`src/rtl/mem_port_arbiter_if.sv`:
```
// ============================================================================
// Module      : mem_port_arbiter_if
// Description : Bus bundle between the IF/DM requesters, the arbiter and the
//               unified single-port memory.
// Revision    : 1.0 - initial release
// ============================================================================
`default_nettype none

interface mem_port_arbiter_if #(
    parameter int AW = 32,
    parameter int DW = 32
);
    logic          if_req;
    logic [AW-1:0] if_addr;
    logic          if_gnt;
    logic          if_done;
    logic [DW-1:0] if_rdata;

    logic          dm_req;
    logic          dm_we;
    logic [AW-1:0] dm_addr;
    logic [DW-1:0] dm_wdata;
    logic          dm_gnt;
    logic          dm_done;
    logic [DW-1:0] dm_rdata;

    logic          mem_en;
    logic          mem_we;
    logic [AW-1:0] mem_addr;
    logic [DW-1:0] mem_wdata;
    logic [DW-1:0] mem_rdata;

    logic          busy;

    // Arbiter side
    modport slave (
        input  if_req, if_addr, dm_req, dm_we, dm_addr, dm_wdata, mem_rdata,
        output if_gnt, if_done, if_rdata, dm_gnt, dm_done, dm_rdata,
        output mem_en, mem_we, mem_addr, mem_wdata, busy
    );

    // Requester / memory side
    modport master (
        output if_req, if_addr, dm_req, dm_we, dm_addr, dm_wdata, mem_rdata,
        input  if_gnt, if_done, if_rdata, dm_gnt, dm_done, dm_rdata,
        input  mem_en, mem_we, mem_addr, mem_wdata, busy
    );
endinterface

`default_nettype wire

```
`src/rtl/mem_port_arbiter.sv`:
```
// ============================================================================
// Module      : mem_port_arbiter
// Description : Serialises fetch and load/store accesses onto one single-port
//               memory with fixed read latency; data-priority or round-robin.
// Revision    : 1.0 - initial release
// ============================================================================
`default_nettype none

module mem_port_arbiter #(
    parameter int AW        = 32,
    parameter int DW        = 32,
    parameter int MEM_LAT   = 1,
    parameter int DATA_PRIO = 1
) (
    input  wire logic          clk1,
    input  wire logic          rst,
    mem_port_arbiter_if.slave  bus
);

    localparam logic [1:0] c_IDLE     = 2'd0;
    localparam logic [1:0] c_ACCESS   = 2'd1;
    localparam logic [1:0] c_WAIT     = 2'd2;
    localparam logic [1:0] c_DONE     = 2'd3;
    localparam logic [1:0] c_CNT_INIT = 2'(MEM_LAT - 1);

    logic [1:0]    state_q, state_d;
    logic [1:0]    cnt_q, cnt_d;
    logic          last_dm_q, last_dm_d;
    logic          owner_dm_q, owner_dm_d;
    logic          is_write_q, is_write_d;
    logic          if_gnt_q, if_gnt_d;
    logic          dm_gnt_q, dm_gnt_d;
    logic          if_done_q, if_done_d;
    logic          dm_done_q, dm_done_d;
    logic          mem_en_q, mem_en_d;
    logic          mem_we_q, mem_we_d;
    logic [AW-1:0] mem_addr_q, mem_addr_d;
    logic [DW-1:0] mem_wdata_q, mem_wdata_d;
    logic [DW-1:0] if_rdata_q, if_rdata_d;
    logic [DW-1:0] dm_rdata_q, dm_rdata_d;

    logic w_arb;
    logic w_start;
    logic w_pick_dm;
    logic w_cap;

    // Arbitration happens in IDLE and again in DONE for back-to-back accesses
    assign w_arb     = (state_q == c_IDLE) || (state_q == c_DONE);
    assign w_start   = w_arb && (bus.if_req || bus.dm_req);
    assign w_pick_dm = (DATA_PRIO != 0)               ? bus.dm_req :
                       (bus.dm_req && bus.if_req)     ? !last_dm_q :
                                                        bus.dm_req;
    assign w_cap     = (state_q == c_WAIT) && (cnt_q == 2'd0);

    always_ff @(posedge clk1) begin
        if (rst) begin
            state_q     <= c_IDLE;
            cnt_q       <= 2'd0;
            last_dm_q   <= 1'b0;
            owner_dm_q  <= 1'b0;
            is_write_q  <= 1'b0;
            if_gnt_q    <= 1'b0;
            dm_gnt_q    <= 1'b0;
            if_done_q   <= 1'b0;
            dm_done_q   <= 1'b0;
            mem_en_q    <= 1'b0;
            mem_we_q    <= 1'b0;
            mem_addr_q  <= '0;
            mem_wdata_q <= '0;
            if_rdata_q  <= '0;
            dm_rdata_q  <= '0;
        end else begin
            state_q     <= state_d;
            cnt_q       <= cnt_d;
            last_dm_q   <= last_dm_d;
            owner_dm_q  <= owner_dm_d;
            is_write_q  <= is_write_d;
            if_gnt_q    <= if_gnt_d;
            dm_gnt_q    <= dm_gnt_d;
            if_done_q   <= if_done_d;
            dm_done_q   <= dm_done_d;
            mem_en_q    <= mem_en_d;
            mem_we_q    <= mem_we_d;
            mem_addr_q  <= mem_addr_d;
            mem_wdata_q <= mem_wdata_d;
            if_rdata_q  <= if_rdata_d;
            dm_rdata_q  <= dm_rdata_d;
        end
    end

    always_comb begin
        state_d = state_q;
        case (state_q)
            c_IDLE,
            c_DONE:   state_d = w_start ? c_ACCESS : c_IDLE;
            c_ACCESS: state_d = c_WAIT;
            c_WAIT:   state_d = w_cap ? c_DONE : c_WAIT;
            default:  state_d = c_IDLE;
        endcase
    end

    always_comb begin
        cnt_d       = cnt_q;
        last_dm_d   = last_dm_q;
        owner_dm_d  = owner_dm_q;
        is_write_d  = is_write_q;
        if_gnt_d    = 1'b0;
        dm_gnt_d    = 1'b0;
        if_done_d   = 1'b0;
        dm_done_d   = 1'b0;
        mem_en_d    = 1'b0;
        mem_we_d    = 1'b0;
        mem_addr_d  = mem_addr_q;
        mem_wdata_d = mem_wdata_q;
        if_rdata_d  = if_rdata_q;
        dm_rdata_d  = dm_rdata_q;

        if (w_start) begin
            if_gnt_d    = !w_pick_dm;
            dm_gnt_d    = w_pick_dm;
            mem_en_d    = 1'b1;
            mem_we_d    = w_pick_dm && bus.dm_we;
            mem_addr_d  = w_pick_dm ? bus.dm_addr : bus.if_addr;
            mem_wdata_d = w_pick_dm ? bus.dm_wdata : '0;
            last_dm_d   = w_pick_dm;
            owner_dm_d  = w_pick_dm;
            is_write_d  = w_pick_dm && bus.dm_we;
        end

        if (state_q == c_ACCESS) begin
            cnt_d = c_CNT_INIT;
        end

        if (state_q == c_WAIT) begin
            if (cnt_q != 2'd0) begin
                cnt_d = cnt_q - 2'd1;
            end else begin
                if_done_d = !owner_dm_q;
                dm_done_d = owner_dm_q;
                if (!is_write_q) begin
                    if (owner_dm_q) dm_rdata_d = bus.mem_rdata;
                    else            if_rdata_d = bus.mem_rdata;
                end
            end
        end
    end

    assign bus.if_gnt    = if_gnt_q;
    assign bus.dm_gnt    = dm_gnt_q;
    assign bus.if_done   = if_done_q;
    assign bus.dm_done   = dm_done_q;
    assign bus.if_rdata  = if_rdata_q;
    assign bus.dm_rdata  = dm_rdata_q;
    assign bus.mem_en    = mem_en_q;
    assign bus.mem_we    = mem_we_q;
    assign bus.mem_addr  = mem_addr_q;
    assign bus.mem_wdata = mem_wdata_q;
    assign bus.busy      = (state_q != c_IDLE);

endmodule

`default_nettype wire

```
`src/flat_wrapper.sv`:
```
// flat-port wrapper written by rule: the top's interface ports become plain ports
module mem_port_arbiter_flat 
#(
    parameter int AW        = 32,
    parameter int DW        = 32,
    parameter int MEM_LAT   = 1,
    parameter int DATA_PRIO = 1
)
  (clk1, rst, bus_if_req, bus_if_addr, bus_dm_req, bus_dm_we, bus_dm_addr, bus_dm_wdata, bus_mem_rdata, bus_if_gnt, bus_if_done, bus_if_rdata, bus_dm_gnt, bus_dm_done, bus_dm_rdata, bus_mem_en, bus_mem_we, bus_mem_addr, bus_mem_wdata, bus_busy);
  mem_port_arbiter_if #(.AW(AW), .DW(DW)) bus_i ();
  input  wire logic clk1;
  input  wire logic rst;
  input wire logic [$bits(bus_i.if_req)-1:0] bus_if_req;
  input wire logic [$bits(bus_i.if_addr)-1:0] bus_if_addr;
  input wire logic [$bits(bus_i.dm_req)-1:0] bus_dm_req;
  input wire logic [$bits(bus_i.dm_we)-1:0] bus_dm_we;
  input wire logic [$bits(bus_i.dm_addr)-1:0] bus_dm_addr;
  input wire logic [$bits(bus_i.dm_wdata)-1:0] bus_dm_wdata;
  input wire logic [$bits(bus_i.mem_rdata)-1:0] bus_mem_rdata;
  output wire logic [$bits(bus_i.if_gnt)-1:0] bus_if_gnt;
  output wire logic [$bits(bus_i.if_done)-1:0] bus_if_done;
  output wire logic [$bits(bus_i.if_rdata)-1:0] bus_if_rdata;
  output wire logic [$bits(bus_i.dm_gnt)-1:0] bus_dm_gnt;
  output wire logic [$bits(bus_i.dm_done)-1:0] bus_dm_done;
  output wire logic [$bits(bus_i.dm_rdata)-1:0] bus_dm_rdata;
  output wire logic [$bits(bus_i.mem_en)-1:0] bus_mem_en;
  output wire logic [$bits(bus_i.mem_we)-1:0] bus_mem_we;
  output wire logic [$bits(bus_i.mem_addr)-1:0] bus_mem_addr;
  output wire logic [$bits(bus_i.mem_wdata)-1:0] bus_mem_wdata;
  output wire logic [$bits(bus_i.busy)-1:0] bus_busy;
  assign bus_i.if_req = bus_if_req;
  assign bus_i.if_addr = bus_if_addr;
  assign bus_i.dm_req = bus_dm_req;
  assign bus_i.dm_we = bus_dm_we;
  assign bus_i.dm_addr = bus_dm_addr;
  assign bus_i.dm_wdata = bus_dm_wdata;
  assign bus_i.mem_rdata = bus_mem_rdata;
  assign bus_if_gnt = bus_i.if_gnt;
  assign bus_if_done = bus_i.if_done;
  assign bus_if_rdata = bus_i.if_rdata;
  assign bus_dm_gnt = bus_i.dm_gnt;
  assign bus_dm_done = bus_i.dm_done;
  assign bus_dm_rdata = bus_i.dm_rdata;
  assign bus_mem_en = bus_i.mem_en;
  assign bus_mem_we = bus_i.mem_we;
  assign bus_mem_addr = bus_i.mem_addr;
  assign bus_mem_wdata = bus_i.mem_wdata;
  assign bus_busy = bus_i.busy;
  mem_port_arbiter #(.AW(AW), .DW(DW), .MEM_LAT(MEM_LAT), .DATA_PRIO(DATA_PRIO)) u_core (.clk1(clk1), .rst(rst), .bus(bus_i));
endmodule
```
`config.mk`:
```
export PLATFORM = sky130hd
export DESIGN_NAME = mem_port_arbiter_flat
export DESIGN_NICKNAME = d
export VERILOG_FILES = /design/src/rtl/mem_port_arbiter_if.sv /design/src/rtl/mem_port_arbiter.sv /design/src/flat_wrapper.sv
export SDC_FILE = /design/constraint.sdc
export NUM_CORES = 1
export LEC_CHECK = 0
export CAP_MARGIN = 40
export CORE_ASPECT_RATIO = 1.2
export CORE_MARGIN = 2
export CORE_UTILIZATION = 35
export DETAILED_ROUTE_END_ITERATION = 10
export PLACE_DENSITY = 0.77
export SYNTH_ARGS = -nofsm -noshare
export SYNTH_HDL_FRONTEND = slang
export SYNTH_SLANG_ARGS = --single-unit
```
`constraint.sdc`:
```
create_clock -name clk1 -period 1.5 [get_ports clk1]
set_input_delay 0.3 -clock clk1 [delete_from_list [all_inputs] [get_ports clk1]]
set_output_delay 0.3 -clock clk1 [all_outputs]
set_load 0.01 [all_outputs]
```
# Yosys cells after proc, flatten, opt, wreduce, memory -nomap -nowiden
# Cells that the tools add are included.
# classes
add_sub_neg,1
n_mul,0
div,0
n_lt_le_gt_ge,0
eq_ne,3
n_shift,0
n_mux,9
bitwise_logic,5
n_reduce_logical,16
# ops
operator,n
2-to-1 mux 32 bit,2
AND reduction 4 bit,2
2-to-1 mux 2 bit,3
one-hot mux 2 bit (3 select lines),1
inverter 1 bit,5
== test 2 bit (second input constant),2
zero test 2 bit,2
nonzero test 2 bit,2
OR reduction 2 bit,2
logical AND 1 bit,3
2-to-1 mux 1 bit,3
OR reduction 3 bit,1
== test 2 x 1 -> 1 bit (second input constant),1
zero test 1 bit,2
logical OR 1 bit,2
subtractor 2 x 1 -> 2 bit (second input constant),1
# word_totals
ff_bits,140
latch_bits,0
mem_bits_rw,0
romBits,0
inputBits,133
out_inout_bits,135
word_cells,48
mem_count,0

# Depth between registers and ports, before layout
# logic_depth
depth_word,5
depth_mapped,7
mapped_depth_nobuf,5

# Worst setup path before layout
# Ideal clock, no wire load.
# synth_path
path_type,reg-to-reg
start,reg u_core.state_q[0]
end,"reg u_core.mem_addr_q[25], in the netlist u_core.bus.mem_addr[25]"
setup_ps,79
arrival_ps,1430
required_ps,1421
slack_ps,-10
stages_incl_launch_ff,8
n_path_buf,2
cell_sequence,dfxtp_1 > inv_1 > ha_1 > o21ba_1 > buf_6 > buf_2 > nor2_1 > a211oi_2
# synth_via
elab_chain_cells,3
word_cells_on_any_way,4
classes_between,1 x eq/ne; 3 x reduce/logical
# synth_rtl
element,line,rtl
from (decl),mem_port_arbiter.sv:26,"logic [1:0] state_q, state_d;"
from (signal assigned),mem_port_arbiter.sv:57,state_q <= c_IDLE;
from (signal assigned),mem_port_arbiter.sv:73,state_q <= state_d;
== test 2 bit / zero test 2 bit (equally long branches),mem_port_arbiter.sv:48,assign w_arb = (state_q == c_IDLE) || (state_q == c_DONE);
logical OR 1 bit *,mem_port_arbiter.sv:48,
logical AND 1 bit *,mem_port_arbiter.sv:49,assign w_start = w_arb && (bus.if_req || bus.dm_req);
to (signal assigned),mem_port_arbiter.sv:84,mem_addr_q <= mem_addr_d;
to (decl),mem_port_arbiter.sv:37,"logic [AW-1:0] mem_addr_q, mem_addr_d;"
# Every way passes the cells marked *; elsewhere a longest branch is shown, timed or not.
# A chain may end at the register's enable or synchronous reset.

# Worst setup path in the final report
# layout_path
start,reg u_core.state_q[1]
end,"reg u_core.mem_addr_q[26], in the netlist u_core.bus.mem_addr[26]"
# The elaborated chain is that of the path after synthesis.

==> flow_summary.yaml <==
yosys:
  synthesis.yosys.warnings: 0
  synthesis.area_per_instance_sq_um: 10.1
  ys_seq_area_share_pct: 47.9
  synth_enable_flop_cells: 0
  yosys.cell_count.top_type: "dfxtp_1"
  top_post_synthesis_cells_by_area: "dfxtp_1 (48%), mux2i_1 (16%), nand2b_1 (10%)"
  post-synth-top-area-cell: "dfxtp_1"
  synth_nets: 714
  synth.lib_cells_used.distinct: 27
  post_synthesis_cell_area_sq_um: 5850
  ffs_latches_synth: 140
  postSynth.asyncResetShare_pct: 0
  cell_types_with_the_highest_counts_after_synthesis: "dfxtp_1 (140), nand2b_1 (97), mux2i_1 (96), nor2_1 (37)"
  netlist_instances: 577
  postSynth.topFlopCell: "dfxtp_1"
  synth_top_cell_area_share_pct: 47.9
drt:
  detail_route.first_pass.iterations: 4
  route.final.wire_length_mm: 16.6
  post-route-drc-count: 0
  via_per_inst: 4.70
  vias: 5091
  final_antenna_net_count: 0
  detail_route.iter0.violations: 160
  wire_per_inst_um: 15.3
timing:
  rsz_0062_raised_after_global_routing: "true"
  worst_margin_pin_slew_ps: 288
  final_min_period_over_clock_period_pct: 96.8
  final_hold_violation_count: 0
  final.hold.worst_slack_ps: 363
  max_clock_freq_mhz: 688
  relSlewSlack_pct: 80.5
  final-setup-viol-count: 0
  skew_ps: 11.5
  timing.final.crit_period_ps: 1450
  final-max-slew-violation-count: 0
finish:
  final_net_count: 995
  layout.cell_area.non_filler_sq_um: 9570
  n_antenna_cell: 0
  area_growth_syn_to_layout_pct: 63.6
  layout-drive-gt1-share_pct: 13.7
  filler_cell_count: 1495
  final_core_utilization_pct: 58.8
setup_path:
  endpoint_kind: "flip-flop"
  critical_path.n_buffers_inverters: 4
  critical_path_class: "flip-flop to flip-flop"
  timing.critical_path.slowest_cell_delay_ps: 330
  cp_top_family: "buffers and inverters"
  timing.critical_path.cells: "inv_2, ha_4, o21ba_4, buf_6, buf_8, buf_4, a211oi_2"
  setup.reg_to_reg.worst_slack_ps: 50
  cp.required_ps: 1840
  critPathMaxFanout: 9
  critPathArrivalTime_ps: 1790
  worst_setup_path_startpoint: "u_core.state_q[1]"
  r2r_start: "u_core.state_q[1]"
  timing.critical_path.slowest_stage_cell: "dfxtp_2"
  worst_setup_path_start_kind: "flip-flop"
global_route:
  number_of_antenna_violations_at_the_first_check_in_global_routing: 0
  via_count_of_the_first_global_routing_pass: 5271
  grt_pass1_wl_mm: 26.3
  grt_start_max_net_pins: 48
  grt-ovfl-total: 0
  grtUsageTotal_pct: 18.6
die:
  fp.dieW_um: 122
  floorplan.core_area_sq_um: 16300
  rows: 51
  io_pins: 268
  dieArea_sq_um: 17800
  die_y_um: 146
  initial_utilization_pct: 36.0
worst_hold_path:
  hold_class: "input port to flip-flop"
  hold_path.startpoint: "rst"
placement:
  gpl.final_weighted_congestion: 0.762
  numPortBuffers: 267
  postPlaceCellArea_sq_um: 8860
  detailedPlacementHpwl_mm: 11.5
clock_network:
  cts_inserted_buffers: 17
  clock_tree_from_tritoncts: "yes"
  clock_tree.htree_level_count: 4
  cts_buffer_depth: 2
  clk-insertion-delay-late_ps: 410
  numClockSinks: 140
  clk_transition_reported_paths_ps: 60
  cts_root_buf: "clkbuf_16"
  hold_buffers: 0
power_and_ir_drop:
  max-vdd-ir-drop_uv: 700
  power_density_nw_per_um2: 1530
  cellLeakagePower_nw: 4.37
  post-layout-total-power_w: 0.0147
job:
  max-cap-violations: 0
run_status:
  status: "finished clean"
worst paths after layout:
path | to | depth (start not counted)
worst max-delay path | u_core.bus.mem_addr[26] | 7
worst min-delay path | u_core.bus.if_rdata[2] | 3
worst max register to register | u_core.bus.mem_addr[26] | 7
worst min register to register | u_core.bus.mem_wdata[24] | 2
layout by cell type, fill, tap and decap left out, types with 3 or more instances in the layout:
cell type        netlist  final
nand3_1               35     35
buf_4                  4     17
buf_12                 0     13
clkbuf_1              12      4
nor2_1                37     32
nand2b_1              97     97
clkinv_2               0      3
buf_6                  9      6
clkdlybuf4s50_1        0    130
dfxtp_1              140    138
nand2_1               33     33
nor2_2                 1      5
clkbuf_16              0     19
a211oi_2              30     30
buf_16                 0      4
mux2i_1               96     96
dlygate4sd2_1          0    134
a21oi_1               35     35
nor2b_1                3      3
routing by layer:
layer  up-vias  part of all wire (%)  global-route usage (%)
met4         0                   1.5                    6.38
met5         -                     0                       0
li1       2525                     -                       -
met1      2331                    40                    21.3
met3        20                   8.9                    6.03
met2       215                    50                    32.2
timing repair:
action                     4_1_cts  5_1_grt
setup buffers                    4        6
setup endpoints to repair      186       61
gates cloned                     4        2
resized for setup              149       17
pin swaps                        2       27
worst reg2reg max path: stages, from the launching register on:
cell      delay, ps
dfxtp_2         330
inv_2            50
ha_4            260
o21ba_4         190
buf_6           140
buf_8           120
buf_4           140
a211oi_2        160
sequential cells by signal, indices dropped and copies added (netlist names):
name	cells
u_core.bus.if_done	1
u_core.is_write_q	1
u_core.bus.dm_gnt	1
u_core.bus.mem_wdata	32
u_core.bus.mem_we	1
u_core.bus.if_gnt	1
u_core.bus.mem_en	1
u_core.state_q	2
u_core.owner_dm_q	1
u_core.bus.dm_rdata	32
u_core.bus.dm_done	1
u_core.bus.mem_addr	32
u_core.bus.if_rdata	32
u_core.cnt_q	2
final cells by class:
type                       instances  area [sq um]  area share [%]
clock buffer                      22           454            4.74
tap                              212           265            2.77
multi-input combinational        385          2790            29.1
timing repair buffer             310          3130            32.7
clock inverter                    10           116            1.22
inverter                           4          15.0           0.157
sequential                       140          2810            29.3
power by group:
part | switching, W | internal [W] | total [W]
clock | 0.00160 | 0.00249 | 0.00410
combinational | 0.00274 | 0.00304 | 0.00578
sequential | 0.000359 | 0.00445 | 0.00480
total | 0.00470 | 0.00998 | 0.0147
through the flow:
| stage | instances | worst slack (ps) | setup TNS [ps] |
|---|---|---|---|
| 2_1_floorplan | 577 | -9.62 | -236 |
| 4_1_cts | 1075 | -1.35 | -1.35 |
| 3_5_place_dp | 1035 | -175 | -6830 |
| 3_3_place_gp | 1035 | -114 | -4610 |
| 5_1_grt | 1083 | -38.5 | -159 |
| 6_report | 1083 | 47.3 | 0 |
logic make-up after synthesis:
kind of cell | count (synthesis) | synth area share [%]
simple gates | 214 | 19.4
flops | 140 | 47.9
mux | 96 | 16.4
compound gates | 71 | 10.2
buf+inv | 52 | 5.24
fa+ha+maj | 4 | 0.855
Power figures use the tool's default switching activity.
